File: src/rtl/chirp_sequencer_if.sv
// Control/status bundle between the frame controller and whatever drives it.
// master drives config and requests; slave is the sequencer itself.
interface chirp_sequencer_if #(
  parameter int unsigned CNT_W = 32,
  parameter int unsigned IDX_W = 16
);
  logic             start;
  logic             abort;
  logic [CNT_W-1:0] chirp_len;
  logic [CNT_W-1:0] pri;
  logic [CNT_W-1:0] rx_delay;
  logic [CNT_W-1:0] rx_len;
  logic [IDX_W-1:0] num_chirps;
  logic             gen;
  logic             tx_en;
  logic             rx_en;
  logic [IDX_W-1:0] chirp_idx;
  logic             busy;
  logic             frame_done;
  logic             cfg_err;

  modport master (
    output start, abort, chirp_len, pri, rx_delay, rx_len, num_chirps,
    input  gen, tx_en, rx_en, chirp_idx, busy, frame_done, cfg_err
  );

  modport slave (
    input  start, abort, chirp_len, pri, rx_delay, rx_len, num_chirps,
    output gen, tx_en, rx_en, chirp_idx, busy, frame_done, cfg_err
  );
endinterface

File: src/rtl/chirp_sequencer.sv
// Frame-level chirp timing: gen pulses every PRI for num_chirps chirps, with TX/RX gates
// aligned to each chirp. All outputs are registered.
module chirp_sequencer #(
  parameter int unsigned CNT_W = 32,
  parameter int unsigned IDX_W = 16
) (
  input logic              clk,
  input logic              rst,
  chirp_sequencer_if.slave bus
);

  typedef enum logic [1:0] {StIdle, StRun, StDone} state_e;

  state_e           state_q, state_d;
  logic [CNT_W-1:0] p_q, p_d;
  logic [IDX_W-1:0] idx_q, idx_d;
  logic [CNT_W-1:0] len_q, len_d, pri_q, pri_d, rxd_q, rxd_d, rxl_q, rxl_d;
  logic [IDX_W-1:0] num_q, num_d;
  logic             gen_q, gen_d, tx_q, tx_d, rx_q, rx_d;
  logic             busy_q, busy_d, done_q, done_d, err_q, err_d;
  logic             cfg_bad;
  logic             act;
  logic [CNT_W:0]   rx_end_d;

  // Window end is computed one bit wider so a huge rx_delay cannot wrap into range.
  assign cfg_bad = (bus.num_chirps == '0) || (bus.chirp_len == '0) ||
                   (bus.pri < bus.chirp_len) ||
                   ((bus.rx_len != '0) &&
                    (({1'b0, bus.rx_delay} + {1'b0, bus.rx_len}) > {1'b0, bus.pri}));

  assign rx_end_d = {1'b0, rxd_d} + {1'b0, rxl_d};

  always_comb begin
    len_d = len_q;
    pri_d = pri_q;
    rxd_d = rxd_q;
    rxl_d = rxl_q;
    num_d = num_q;
    if (state_q == StIdle && bus.start && !bus.abort) begin
      len_d = bus.chirp_len;
      pri_d = bus.pri;
      rxd_d = bus.rx_delay;
      rxl_d = bus.rx_len;
      num_d = bus.num_chirps;
    end
  end

  always_comb begin
    state_d = state_q;
    p_d     = p_q;
    idx_d   = idx_q;
    act     = 1'b0;
    gen_d   = 1'b0;
    tx_d    = 1'b0;
    rx_d    = 1'b0;
    busy_d  = 1'b0;
    done_d  = 1'b0;
    err_d   = 1'b0;
    if (bus.abort) begin
      state_d = StIdle;
      p_d     = '0;
      idx_d   = '0;
    end else begin
      unique case (state_q)
        StIdle: begin
          if (bus.start) begin
            if (cfg_bad) begin
              err_d = 1'b1;
            end else begin
              state_d = StRun;
              p_d     = '0;
              idx_d   = '0;
              act     = 1'b1;
            end
          end
        end
        StRun: begin
          if (p_q == pri_q - CNT_W'(1)) begin
            if (idx_q == num_q - IDX_W'(1)) begin
              state_d = StDone;
              done_d  = 1'b1;
            end else begin
              p_d   = '0;
              idx_d = idx_q + IDX_W'(1);
              act   = 1'b1;
            end
          end else begin
            p_d = p_q + CNT_W'(1);
            act = 1'b1;
          end
        end
        StDone: state_d = StIdle;
        default: state_d = StIdle;
      endcase
    end
    // Gates are decoded from the counter value that will be live next cycle.
    if (act) begin
      busy_d = 1'b1;
      gen_d  = (p_d == '0);
      tx_d   = (p_d < len_d);
      rx_d   = (rxl_d != '0) && (p_d >= rxd_d) && ({1'b0, p_d} < rx_end_d);
    end
  end

  always_ff @(posedge clk) begin
    if (rst) begin
      state_q <= StIdle;
      p_q     <= '0;
      idx_q   <= '0;
      len_q   <= '0;
      pri_q   <= '0;
      rxd_q   <= '0;
      rxl_q   <= '0;
      num_q   <= '0;
      gen_q   <= 1'b0;
      tx_q    <= 1'b0;
      rx_q    <= 1'b0;
      busy_q  <= 1'b0;
      done_q  <= 1'b0;
      err_q   <= 1'b0;
    end else begin
      state_q <= state_d;
      p_q     <= p_d;
      idx_q   <= idx_d;
      len_q   <= len_d;
      pri_q   <= pri_d;
      rxd_q   <= rxd_d;
      rxl_q   <= rxl_d;
      num_q   <= num_d;
      gen_q   <= gen_d;
      tx_q    <= tx_d;
      rx_q    <= rx_d;
      busy_q  <= busy_d;
      done_q  <= done_d;
      err_q   <= err_d;
    end
  end

  assign bus.gen        = gen_q;
  assign bus.tx_en      = tx_q;
  assign bus.rx_en      = rx_q;
  assign bus.chirp_idx  = idx_q;
  assign bus.busy       = busy_q;
  assign bus.frame_done = done_q;
  assign bus.cfg_err    = err_q;

endmodule
File: src/flat_wrapper.sv
// flat-port wrapper written by rule: the top's interface ports become plain ports
module chirp_sequencer_flat 
#(
  parameter int unsigned CNT_W = 32,
  parameter int unsigned IDX_W = 16
)
  (clk, rst, bus_start, bus_abort, bus_chirp_len, bus_pri, bus_rx_delay, bus_rx_len, bus_num_chirps, bus_gen, bus_tx_en, bus_rx_en, bus_chirp_idx, bus_busy, bus_frame_done, bus_cfg_err);
  chirp_sequencer_if #(.CNT_W(CNT_W), .IDX_W(IDX_W)) bus_i ();
  input logic clk;
  input logic rst;
  input wire logic [$bits(bus_i.start)-1:0] bus_start;
  input wire logic [$bits(bus_i.abort)-1:0] bus_abort;
  input wire logic [$bits(bus_i.chirp_len)-1:0] bus_chirp_len;
  input wire logic [$bits(bus_i.pri)-1:0] bus_pri;
  input wire logic [$bits(bus_i.rx_delay)-1:0] bus_rx_delay;
  input wire logic [$bits(bus_i.rx_len)-1:0] bus_rx_len;
  input wire logic [$bits(bus_i.num_chirps)-1:0] bus_num_chirps;
  output wire logic [$bits(bus_i.gen)-1:0] bus_gen;
  output wire logic [$bits(bus_i.tx_en)-1:0] bus_tx_en;
  output wire logic [$bits(bus_i.rx_en)-1:0] bus_rx_en;
  output wire logic [$bits(bus_i.chirp_idx)-1:0] bus_chirp_idx;
  output wire logic [$bits(bus_i.busy)-1:0] bus_busy;
  output wire logic [$bits(bus_i.frame_done)-1:0] bus_frame_done;
  output wire logic [$bits(bus_i.cfg_err)-1:0] bus_cfg_err;
  assign bus_i.start = bus_start;
  assign bus_i.abort = bus_abort;
  assign bus_i.chirp_len = bus_chirp_len;
  assign bus_i.pri = bus_pri;
  assign bus_i.rx_delay = bus_rx_delay;
  assign bus_i.rx_len = bus_rx_len;
  assign bus_i.num_chirps = bus_num_chirps;
  assign bus_gen = bus_i.gen;
  assign bus_tx_en = bus_i.tx_en;
  assign bus_rx_en = bus_i.rx_en;
  assign bus_chirp_idx = bus_i.chirp_idx;
  assign bus_busy = bus_i.busy;
  assign bus_frame_done = bus_i.frame_done;
  assign bus_cfg_err = bus_i.cfg_err;
  chirp_sequencer #(.CNT_W(CNT_W), .IDX_W(IDX_W)) u_core (.clk(clk), .rst(rst), .bus(bus_i));
endmodule
File: config.mk
export PLATFORM = sky130hd
export DESIGN_NAME = chirp_sequencer_flat
export DESIGN_NICKNAME = d
export VERILOG_FILES = /design/src/rtl/chirp_sequencer_if.sv /design/src/rtl/chirp_sequencer.sv /design/src/flat_wrapper.sv
export SDC_FILE = /design/constraint.sdc
export NUM_CORES = 1
export LEC_CHECK = 0
export ABC_AREA = 1
export CAP_MARGIN = 30
export CORE_UTILIZATION = 32
export CTS_CLUSTER_DIAMETER = 100
export CTS_CLUSTER_SIZE = 10
export DETAILED_ROUTE_END_ITERATION = 10
export SETUP_SLACK_MARGIN = 0.1
export SYNTH_ARGS = -nofsm -noshare
export SYNTH_HDL_FRONTEND = slang
export SYNTH_SLANG_ARGS = --single-unit
File: constraint.sdc
create_clock -name clk -period 8.06 [get_ports clk]
set_input_delay 0.806 -clock clk [delete_from_list [all_inputs] [get_ports clk]]
set_output_delay 0.806 -clock clk [all_outputs]
set_load 0.05 [all_outputs]
Yosys cells after proc, flatten, opt, wreduce, memory -nomap -nowiden

Cells that the tools add are included.

Register bits: 200
Input bits: 148
Output and inout bits: 22

Magnitude comparators: 5
Equal/unequal tests: 8
Mux-type cells: 28
Add/subtract/negate cells: 6
Reductions and logical operators: 22
Bitwise logic cells: 5

Operator list:

| kind                                               | count |
|---|---|
| two-way mux 32 bit                                 | 8 |
| adder 32 x 32 -> 33 bit                            | 2 |
| logical NOT 32 bit                                 | 2 |
| less-than comparator 32 bit                        | 2 |
| two-way mux 16 bit                                 | 4 |
| case mux 32 bit (2 select lines)                   | 1 |
| nonzero test 32 bit                                | 2 |
| > comparator 33 x 32 -> 1 bit                      | 1 |
| less-than comparator 32 x 33 -> 1 bit              | 1 |
| adder 32 x 1 -> 32 bit, second input constant      | 1 |
| == test 32 bit                                     | 1 |
| greater-or-equal comparator 32 bit                 | 1 |
| case mux 16 bit (2 select lines)                   | 1 |
| subtractor 32 x 1 -> 32 bit, second input constant | 1 |
| adder 16 x 1 -> 16 bit, second input constant      | 1 |
| == test 16 bit                                     | 1 |
| logical NOT 16 bit                                 | 1 |
| subtractor 16 x 1 -> 16 bit, second input constant | 1 |
| two-way mux 1 bit                                  | 8 |
| two-way mux 2 bit                                  | 4 |
| OR reduction 4 bit                                 | 2 |
| != test 2 bit, second input constant               | 3 |
| logical AND 1 bit                                  | 5 |
| inverter 1 bit                                     | 5 |
| other kinds (11)                                   | 15 |

Longest topological paths before layout

Depth after elaboration: 11
Mapped depth: 49

Least setup slack after synthesis

Ideal clock, no wire load.

Kind: input to register
Start: in bus_rx_len[0]
End: reg u_core.rx_q, in the netlist u_core.bus.rx_en
Arrival: 6.177 ns
Path slack: 1.772 ns
Setup time: 0.111 ns
Cell stages on the path: 48
Cell sequence: ha_1 > inv_1 > fa_1 > inv_1 > nand3_1 > nand2_1 > nand2_1 > nand2_1 > a21oi_1 > o21ai_0 > a21oi_1 > o31ai_1 > nand4_1 > nand2_1 > a21oi_1 > o21bai_1 > nand2_1 > nand2_1 > [... 12 more ...] > nor2_1 > inv_1 > nand2_1 > a21oi_1 > nand2_1 > inv_1 > ha_1 > a21o_1 > a31oi_1 > o21bai_1 > a21oi_1 > o21ai_0 > a21oi_1 > o211ai_1 > a21oi_1 > o21ai_0 > nand4_1 > nor2_1

Longest elaborated chain between the ends: 11
Elaborated cells between the ends (all ways): 22

Ends and longest elaborated chain:

| element                              | RTL line               | RTL |
|---|---|---|
| from (decl)                          | flat_wrapper.sv:16     | `input wire logic [$bits(bus_i.rx_len)-1:0] bus_rx_len;` |
| adder 32 x 32 -> 33 bit              | chirp_sequencer.sv:29  | `(({1'b0, bus.rx_delay} + {1'b0, bus.rx_len}) > {1'b0, bus.pri}));` |
| > comparator 33 x 32 -> 1 bit        | chirp_sequencer.sv:29  |  |
| logical AND 1 bit (*)                | chirp_sequencer.sv:28  | `((bus.rx_len != '0) &&` |
| logical OR 1 bit (*)                 | chirp_sequencer.sv:27  | `(bus.pri < bus.chirp_len) \|\|` |
| two-way mux 32 bit (*)               | chirp_sequencer.sv:67  | `if (cfg_bad) begin` |
| two-way mux 32 bit (*)               | chirp_sequencer.sv:66  | `if (bus.start) begin` |
| case mux 32 bit (2 select lines) (*) | chirp_sequencer.sv:64  | `unique case (state_q)` |
| two-way mux 32 bit (*)               | chirp_sequencer.sv:59  | `if (bus.abort) begin` |
| named net u_core.p_d[3]              | chirp_sequencer.sv:15  | `logic [CNT_W-1:0] p_q, p_d;` |
| greater-or-equal comparator 32 bit   | chirp_sequencer.sv:101 | `rx_d = (rxl_d != '0) && (p_d >= rxd_d) && ({1'b0, p_d} < rx_end_d);` |
| logical AND 1 bit                    | chirp_sequencer.sv:101 |  |
| logical AND 1 bit (*)                | chirp_sequencer.sv:101 |  |
| to (signal assigned)                 | chirp_sequencer.sv:132 | `rx_q <= rx_d;` |
| to (decl)                            | chirp_sequencer.sv:19  | `logic gen_q, gen_d, tx_q, tx_d, rx_q, rx_d;` |

The timed path passes the listed nets; every way through them passes the cells marked *.
A chain may end at the register's enable or synchronous reset.

Worst setup path in the final report

Start: in bus_rx_delay[0]
End: reg u_core.rx_q, in the netlist u_core.bus.rx_en

Longest elaborated chain between the ends: 11
Elaborated cells between the ends (all ways): 20

Ends and longest elaborated chain:

| element                              | RTL line               | RTL |
|---|---|---|
| from (decl)                          | flat_wrapper.sv:15     | `input wire logic [$bits(bus_i.rx_delay)-1:0] bus_rx_delay;` |
| adder 32 x 32 -> 33 bit (*)          | chirp_sequencer.sv:29  |  |
| > comparator 33 x 32 -> 1 bit (*)    | chirp_sequencer.sv:29  |  |
| logical AND 1 bit (*)                | chirp_sequencer.sv:28  |  |
| logical OR 1 bit (*)                 | chirp_sequencer.sv:27  |  |
| two-way mux 32 bit (*)               | chirp_sequencer.sv:67  |  |
| two-way mux 32 bit (*)               | chirp_sequencer.sv:66  |  |
| case mux 32 bit (2 select lines) (*) | chirp_sequencer.sv:64  |  |
| two-way mux 32 bit (*)               | chirp_sequencer.sv:59  |  |
| named net u_core.p_d[18]             | chirp_sequencer.sv:15  |  |
| greater-or-equal comparator 32 bit   | chirp_sequencer.sv:101 |  |
| logical AND 1 bit                    | chirp_sequencer.sv:101 |  |
| logical AND 1 bit (*)                | chirp_sequencer.sv:101 |  |

Marks and branches as above.

==> flow_summary.ini <==
[grt]
grt_use_total = 0.2209
grt_max_degree = 93
globalRouteOverflowTotal = 0
antenna_found_initial = 0
grt_pass1_vias = 17220
grt_first_pass_wirelength_mm = 97.46

[layout]
antenna_cells = 0
final_cell_mix = 507 x nand2_1, 383 x inv_1, 325 x nor2_1, 225 x ha_1, 220 x o21ai_0
drive_above_1_share = 0.07274
layout_commonest_cell = nand2_1
fin_util = 0.3816
instances_no_fill = 3698
fin_nets = 3304
fillers = 6201
multi_input_area_um2 = 12510
seq_area_um2 = 4004
syn2layout_area_growth_pct = 17.79

[critical_path]
cp_slowest_stage_delay_ns = 0.50
crit_type = in -> reg
path_buf_inv = 7
cp.arrival_ns = 7.71
cp-start-kind = input pin
worstPathRequired_ns = 8.50
path_common_cell = nand2_1
cp_top_family = compound AO/OA/AOI/OAI gates
slowest_stage = clkdlybuf4s50_1
end_kind = register
crit_path_max_fanout = 7

[logic_synthesis]
yosysSeqAreaShare = 0.2192
yosysTopAreaCell = dfxtp_1
syn_inst = 2775
synthTopCellsByArea = dfxtp_1 22%, ha_1 15%, nand2_1 10%, inv_1 7.9%, nor2_1 6.7%
synth_ff_type = dfxtp_1
synth_nets = 3150
avgSynthCellArea_um2 = 6.583
synth_top_area_frac = 0.2192
ys_types = 63
ys_ff_latch = 200
synth_edf_count = 0
syn_area_um2 = 18270
async_reset_ff_frac = 0
yosysWarnings = 0

[floorplanning]
ioPinCount = 170
start_util = 0.3240
dieArea_um2 = 58040
fp.dieH_um = 240.9
rows = 87
die-width_um = 240.9
coreArea_um2 = 56390

[sta]
max_slew_margin = 0.3855
tightest_slew_ns = 0.9208
hold_viol = 0
finalCriticalPeriod_ns = 7.270
period_share = 0.9020
grt_setup_unrepaired = no
setup_tns_ns = 0
hold_slack_ns = 0.4918
clock-skew-final_ns = 0.01587
fmax_mhz = 137.5
slew_violations = 0
setup_viol = 0

[routing]
antenna_left = 0
vias = 18490
drt_iter0_drc = 1562
avgViaCountPerCell = 4.999
wl_per_cell_um = 17.22
drtPass1Iterations = 6
wirelength_mm = 63.68
drc = 0

[clock_network]
cts_buffers = 17
cts.htree.levels = 4
clock_tree.root_cell = clkbuf_16
cts_tree = yes
clk_pin_slew_ns = 0.08
cts.sinks = 200
insertion_delay_ns = 0.50
cts.path.max_buffers = 2
post_cts_buffers = 0

[place]
port-buffer-count = 169
dp_hpwl_mm = 52.82
gp_congestion = 0.9521
dp.cells = 3665

[power]
ir_drop_uv = 178.3
power.leakage_nw = 10.60
pwr_density_cell_nw_per_um2 = 148.0

[min_path]
hp-class = reg -> reg

[flow_run]
maxCapViolCount = 0

[outcome]
outcome = finished, final reports clean
[flip-flops by register name, summed over array words and instances, names as in the netlist, 2 cells and up]
register	count
u_core.p_q	32
u_core.state_q	2
u_core.len_q	32
u_core.rxl_q	32
u_core.bus.chirp_idx	16
u_core.pri_q	32
u_core.num_q	16
u_core.rxd_q	32
[power by group]
| group | total (mW) | switching, mW | leakage (nW) | internal [mW] |
|---|---|---|---|---|
| clock | 0.882 | 0.454 | 0.265 | 0.428 |
| sequential | 1.08 | 0.0358 | 1.64 | 1.04 |
| combinational | 1.23 | 0.756 | 8.70 | 0.470 |
[final timing paths]
kind	slack (ns)	endpoint	start	cells past startpoint
max	0.79	u_core.bus.rx_en	bus_rx_delay[0]	47
min	0.49	u_core.num_q[1]	u_core.num_q[1]	2
max reg2reg	1.56	u_core.bus.rx_en	u_core.state_q[1]	36
min reg2reg	0.49	u_core.num_q[1]	u_core.num_q[1]	2
[worst min-delay path: stages (launching register included)]
cell	delay (ns)
dfxtp_1	0.32
inv_1	0.07
a21oi_1	0.06
[per-stage QoR]
stage | setup slack, ns | cell area (um2) | power [mW]
global placement | 0.2140 | 20910 | 2.304
detailed placement | 0.2101 | 20910 | 2.307
global route | 0.1036 | 21520 | 3.396
floorplan | 1.772 | 18270 | 1.924
CTS | 0.7126 | 21480 | 3.193
finish | 0.7895 | 21520 | 3.185
[final cells by class]
cell class / instances / share of cell area
Clock buffer: 20 / 0.02169
Sequential cell: 200 / 0.1861
Clock inverter: 12 / 0.005233
Timing Repair Buffer: 207 / 0.09269
Tap cell: 756 / 0.04396
Multi-Input combinational cell: 2108 / 0.5814
Inverter: 395 / 0.06897
[what timing repair did]
action	4_1_cts	5_1_grt
hold buffers	0	0
setup endpoints to repair	0	1
gates resized for setup	0	1
[synth_stat cells (48+ instances only)]
master,instances
nand2_1,507
inv_1,384
nor2_1,327
ha_1,225
o21ai_0,220
a21oi_1,212
dfxtp_1,200
nand3_1,99
xor2_1,91
or2_2,72
clkbuf_1,66
nand4_1,48
[kinds of logic after synthesis]
| group | Yosys count | synth area share |
|---|---|---|
| buffers and inverters | 467 | 0.09685 |
| AO/OA/AOI/OAI | 549 | 0.1656 |
| flip-flops | 200 | 0.2192 |
| XOR/XNOR | 136 | 0.06637 |
| adder cells (fa/ha/maj) | 227 | 0.1563 |
| AND/OR/NAND/NOR | 1196 | 0.2957 |
[per-layer routing]
metal | vias to the layer above | wire, um | global-route usage
met3 | 84 | 3422 | 0.02779
met4 | 0 | 2132 | 0.08324
met2 | 554 | 28400 | 0.3583
met1 | 8392 | 29730 | 0.2971
li1 | 9456 | - | -
met5 | - | 0 | 0
Power figures use the tool's default switching activity.
